`src/rtl/pair_collector_pkg.sv`:
```
// Shared types and constants for the pair_collector operand stage.
package pair_collector_pkg;

    localparam int unsigned PC_W_DEFAULT = 11;
    localparam int unsigned PC_CNT_W     = 16;

    typedef enum logic [1:0] {
        PC_EMPTY = 2'd0,
        PC_HALF  = 2'd1,
        PC_FULL  = 2'd2
    } pc_state_e;

endpackage

```
`src/rtl/pair_collector.sv`:
```
// pair_collector: gathers two consecutive stream words into an operand pair
// (xa, xb) with registered reduction flags and hands it downstream over
// valid/ready. Optional pair counter enabled by PAIR_COLLECTOR_CNT_EN.
module pair_collector
    import pair_collector_pkg::*;
#(
    parameter int unsigned W = PC_W_DEFAULT
) (
    input  logic                clk,
    input  logic                rst_n,
    input  logic                flush,
    input  logic [W-1:0]        in_data,
    input  logic                in_valid,
    output logic                in_ready,
    output logic [W-1:0]        xa,
    output logic [W-1:0]        xb,
    output logic                ya,
    output logic                yb,
    output logic                out_valid,
    input  logic                out_ready
`ifdef PAIR_COLLECTOR_CNT_EN
    ,
    output logic [PC_CNT_W-1:0] pair_cnt
`endif
);

    pc_state_e    state_q, state_d;
    logic [W-1:0] xa_q, xa_d;
    logic [W-1:0] xb_q, xb_d;
    logic         ya_q, ya_d;
    logic         yb_q, yb_d;
    logic         in_xfer;
    logic         out_xfer;
    logic         load_a;
    logic         load_b;

    // Handshake outputs; in_ready only depends on out_ready while a pair is held.
    always_comb begin
        out_valid = (state_q == PC_FULL);
        in_ready  = (state_q != PC_FULL) || out_ready;
        // flush suppresses both accept and emit; the upstream word is dropped.
        in_xfer   = in_valid && in_ready && !flush;
        out_xfer  = out_valid && out_ready && !flush;
    end

    // Next-state and operand load selection.
    always_comb begin
        state_d = state_q;
        load_a  = 1'b0;
        load_b  = 1'b0;
        if (flush) begin
            state_d = PC_EMPTY;
        end else begin
            unique case (state_q)
                PC_EMPTY: begin
                    if (in_xfer) begin
                        load_a  = 1'b1;
                        state_d = PC_HALF;
                    end
                end
                PC_HALF: begin
                    if (in_xfer) begin
                        load_b  = 1'b1;
                        state_d = PC_FULL;
                    end
                end
                PC_FULL: begin
                    if (out_xfer && in_xfer) begin
                        load_a  = 1'b1;
                        state_d = PC_HALF;
                    end else if (out_xfer) begin
                        state_d = PC_EMPTY;
                    end
                end
                default: state_d = PC_EMPTY;
            endcase
        end
    end

    // Operand and flag capture; flags come from the word being captured.
    always_comb begin
        xa_d = load_a ? in_data : xa_q;
        ya_d = load_a ? (&in_data) : ya_q;
        xb_d = load_b ? in_data : xb_q;
        yb_d = load_b ? ~(&in_data) : yb_q;
    end

    // State and operand registers.
    always_ff @(posedge clk or negedge rst_n) begin
        if (!rst_n) begin
            state_q <= PC_EMPTY;
            xa_q    <= '0;
            xb_q    <= '0;
            ya_q    <= 1'b0;
            yb_q    <= 1'b1;
        end else begin
            state_q <= state_d;
            xa_q    <= xa_d;
            xb_q    <= xb_d;
            ya_q    <= ya_d;
            yb_q    <= yb_d;
        end
    end

    assign xa = xa_q;
    assign xb = xb_q;
    assign ya = ya_q;
    assign yb = yb_q;

`ifdef PAIR_COLLECTOR_CNT_EN
    logic [PC_CNT_W-1:0] cnt_q, cnt_d;

    // Saturating count of emitted pairs; flush does not clear it.
    always_comb begin
        cnt_d = cnt_q;
        if (out_xfer && (cnt_q != {PC_CNT_W{1'b1}})) begin
            cnt_d = cnt_q + 1'b1;
        end
    end

    // Counter register.
    always_ff @(posedge clk or negedge rst_n) begin
        if (!rst_n) begin
            cnt_q <= '0;
        end else begin
            cnt_q <= cnt_d;
        end
    end

    assign pair_cnt = cnt_q;
`endif

endmodule
```
`config.mk`:
```
export PLATFORM = sky130hd
export DESIGN_NAME = pair_collector
export DESIGN_NICKNAME = d
export VERILOG_FILES = /design/src/rtl/pair_collector_pkg.sv /design/src/rtl/pair_collector.sv
export SDC_FILE = /design/constraint.sdc
export NUM_CORES = 1
export LEC_CHECK = 0
export ABC_AREA = 1
export CAP_MARGIN = 20
export CORE_MARGIN = 2
export CORE_UTILIZATION = 40
export CTS_BUF_LIST = sky130_fd_sc_hd__clkbuf_2
export DETAILED_ROUTE_END_ITERATION = 12
export PLACE_DENSITY = 0.73
export SETUP_SLACK_MARGIN = 0.05
export SYNTH_ARGS = -nofsm -noshare
export SYNTH_HDL_FRONTEND = slang
export SYNTH_SLANG_ARGS = --single-unit
```
`constraint.sdc`:
```
create_clock -name clk -period 1.4 [get_ports clk]
set_clock_uncertainty 0.05 [all_clocks]
set_input_delay 0.28 -clock clk [delete_from_list [all_inputs] [get_ports clk]]
set_output_delay 0.28 -clock clk [all_outputs]
set_load 0.02 [all_outputs]
```
==> impl_summary.log <==
INFO  metric slew_headroom = a little over four fifths
INFO  metric clockRootBuffer = sky130_fd_sc_hd__clkbuf_2
INFO  metric overall_die_height = roughly 57 um
INFO  metric max-clock-path-buffers = 2
INFO  metric hold_viol = 0
INFO  metric final.hold.worst_slack = about 0.19 ns
INFO  metric clock_edge_transition_at_the_registers_on_the_reported_setup_and_hold_paths = 0.24 ns
INFO  metric largest_net_degree_at_the_start_of_global_routing = 27
INFO  metric cap_violations = 0
INFO  metric setup_viol_count_final = 1
INFO  metric worstReg2RegStart = state_q[0]$_DFFE_PN0P_
INFO  metric synthesized_area = approximately 0.0011 sq mm
INFO  metric floorplan.die.width = 57.1 um
INFO  metric cp-start-kind = flop
INFO  metric grt_antenna_before_repair = 0
INFO  metric cts_num_sinks = 26
INFO  metric via_per_instance_ratio = a little under 5
INFO  metric cts_htree_levels = 1
INFO  metric vias_in_the_first_global_route = approximately 970
INFO  metric sequentialPowerShare = 46.9%
INFO  metric class_of_the_most_critical_setup_path = reg -> out
INFO  metric final.setup.worst_slack = -0.0330 ns
INFO  metric synth.ff_latch_count = 26
INFO  metric regToRegSetupSlack = 0.03 ns
INFO  metric power_density = ~1200 mW/mm^2
INFO  metric synth_nets = 129
INFO  metric core_region_area = roughly 0.0027 sq mm
INFO  metric detail_route.drc_violations = 0
INFO  metric swShare = roughly 36%
INFO  metric crit_slowest_cell = sky130_fd_sc_hd__dfrtp_1
INFO  metric pwr-share-clk = between 10% and 20%
INFO  metric synth_cells = ~110
INFO  metric cts_hold_buf = 0
INFO  metric drtAntennaViolNets = 0
INFO  metric outcome = finished with violations
INFO  metric syn_to_final_growth = 53.4%
INFO  metric critical_path.max_stage_delay = between 0.4 and 0.5 ns
INFO  metric cp_cell_sequence = buf_6 > nor2_4 > buf_6
INFO  metric crit_top_cell = sky130_fd_sc_hd__buf_6
INFO  metric route.detailed.wl_per_inst = 13.5 um
INFO  metric fin_total_pwr = roughly 2.1 mW
INFO  metric ys_seq_area_share = between 50% and 60%
INFO  metric design.portCount = 42
INFO  metric worstHoldPathType = in -> async
INFO  metric crit_path_end = out_valid
INFO  metric grt_pass1_wl = 4330 um
INFO  metric cp_data_arrival_time = 1.10 ns
INFO  metric drv_slew = 0
INFO  metric internal_power = 1.37 mW
INFO  metric syn_avg_cell_area = around 10 sq um
INFO  metric fin_crit_sh = 102%
INFO  metric power_frac_comb = around 40%
INFO  metric power_switching = 767 uW
INFO  metric rows = 19
INFO  metric drive_above_1_share = between 40% and 50%
INFO  metric leakagePower = around 0.9 nW
INFO  metric antenna-diode-count = 0
INFO  metric place.port_buffers = just over 40
INFO  metric r2r-end = ya$_DFFE_PN0P_
INFO  metric critPathMaxFanout = 2
INFO  metric timing_worst_slew_pin_value = roughly 0.24 ns
INFO  metric dp_hpwl = roughly 1900 um
INFO  metric cts_tree = built
INFO  metric grt_setup_unrepaired = true
INFO  metric routed-via-count = between 1000 and 1500
INFO  metric initial_core_util = 41.7%
INFO  metric grtUsageTotal = 17.0%
INFO  metric drt_first_pass_iters = 3
INFO  metric drt_iter0_drc = 25
INFO  metric final_core_utilization = 63.9%
INFO  metric maxClockFrequency = between 600 and 700 MHz
INFO  metric register_to_register_path_depth = 7
INFO  metric critPathLaunch = state_q[0]$_DFFE_PN0P_
INFO  metric finalWirelength = around 2800 um
INFO  metric finalCriticalPeriod = between 1 and 1.5 ns
INFO  metric clkLatencyLatePin = about 0.33 ns
INFO  metric synth_cell_types = 15
INFO  metric yosys_warnings = 0
INFO  metric gp_congestion = just under 0.7
INFO  metric grt_remaining_overflow = 0
INFO  metric violations = negative setup slack
INFO  metric num-nets-final = just under 200
INFO  metric peakVddDrop = 0.000849 V
INFO  metric fp.dieArea = 0.00327 sq mm
INFO  metric worst_setup_path_end_kind = primary output
INFO  metric tritoncts.num_buffers = 3
INFO  metric cp_data_required_time = ~1.1 ns
metal layers:
layer  share of wire, %  vias up  GRT usage [%]
li1                   -      482              -
met1                 41      485           20.8
met2                 51       35           30.4
met3                8.6        0           4.54
met4                  0        0           2.99
met5                  0        -              0
synth_stat cells:
master                     n  share of area, %
sky130_fd_sc_hd__nand3_4   1               1.6
sky130_fd_sc_hd__nand2_1  25               8.3
sky130_fd_sc_hd__inv_2     1              0.33
sky130_fd_sc_hd__nand3_1   1              0.44
sky130_fd_sc_hd__nand3_2   1              0.89
sky130_fd_sc_hd__nor2_1    5               1.7
sky130_fd_sc_hd__dfstp_2   1               2.3
sky130_fd_sc_hd__buf_6     4               4.0
sky130_fd_sc_hd__o21ai_1  13               5.8
sky130_fd_sc_hd__o21ai_2  11               8.5
sky130_fd_sc_hd__dfrtp_1  25                55
sky130_fd_sc_hd__nand2_2   7               3.9
sky130_fd_sc_hd__inv_1    16               5.3
sky130_fd_sc_hd__nand4_2   1               1.1
sky130_fd_sc_hd__nand4_1   1              0.55
worst min path at each step:
stage / startpoint / endpoint / cells after the start
2_1_floorplan: rst_n / state_q[0]$_DFFE_PN0P_ / 0
3_3_place_gp: yb$_DFFE_PN1P_ / yb$_DFFE_PN1P_ / 2
3_5_place_dp: yb$_DFFE_PN1P_ / yb$_DFFE_PN1P_ / 2
4_1_cts: rst_n / xa[2]$_DFFE_PN0P_ / 2
5_1_grt: rst_n / xa[2]$_DFFE_PN0P_ / 2
6_report: rst_n / xb[2]$_DFFE_PN0P_ / 2
power groups by stage:
stage / Combinational (mW) / Sequential [mW] / Clock (mW)
after global placement: 0.836 / 1.02 / 0
final: 0.863 / 1.00 / 0.274
after CTS: 0.816 / 1.00 / 0.282
after floorplan: 0.213 / 1.21 / 0
after global routing: 0.928 / 1.03 / 0.319
after detailed placement: 0.856 / 1.02 / 0
area by class of cell:
| type | count | area, sq um |
|---|---|---|
| sequential | 26 | 652 |
| tap | 31 | 38.8 |
| clock inverter | 1 | 3.75 |
| inverter | 17 | 63.8 |
| clock buffer | 3 | 15.0 |
| timing repair buffer | 63 | 566 |
| fill | 250 | 977 |
| multi-input combinational | 66 | 394 |
cells by family (layout without fill, tap and decap cells):
| kind of cell | Yosys count | count (layout) | share of synthesized area [%] |
|---|---|---|---|
| simple gates | 42 | 42 | 18.4 |
| flops | 26 | 26 | 57.7 |
| compound gates | 24 | 24 | 14.3 |
| buf+inv | 21 | 84 | 9.63 |
critical path, delay by kind of cell (launching register included):
family,cells,cell delay (ns)
DFF,1,0.45
and+or+nand+nor,1,0.08
buffers and inverters,2,0.25
sequential cells by signal (all words and copies together) (netlist names):
name     count
state_q      2
xa          11
xb          11
ya           1
yb           1
cell usage in the layout, fill, tap and decap left out, drive strengths merged:
cell / netlist / routed
o21ai: 24 / 24
clkdlybuf4s50: 0 / 15
buf: 4 / 46
nand3: 3 / 3
inv: 17 / 17
nand2: 32 / 32
nor2: 5 / 5
nand4: 2 / 2
clkinv: 0 / 1
clkbuf: 0 / 5
dfrtp: 25 / 25
dfstp: 1 / 1
metrics by stage:
stage	setup TNS, ns	worst slack (ns)	instances	area (sq um)
floorplan	0	0.235	113	1130
global placement	-2.30	-0.363	188	1640
detailed placement	-3.07	-0.392	188	1640
global route	-0.346	-0.114	207	1730
finish	-0.0330	-0.0330	207	1730
CTS	-0.0524	-0.0524	203	1660
what timing repair did:
| item | 4_1_cts | 5_1_grt |
|---|---|---|
| gates cloned | 0 | 2 |
| buffers inserted | 11 | 3 |
| pin swaps | 1 | 1 |
| setup endpoints to repair | 26 | 21 |
| gates resized for setup | 113 | 10 |
Power figures use the tool's default switching activity.
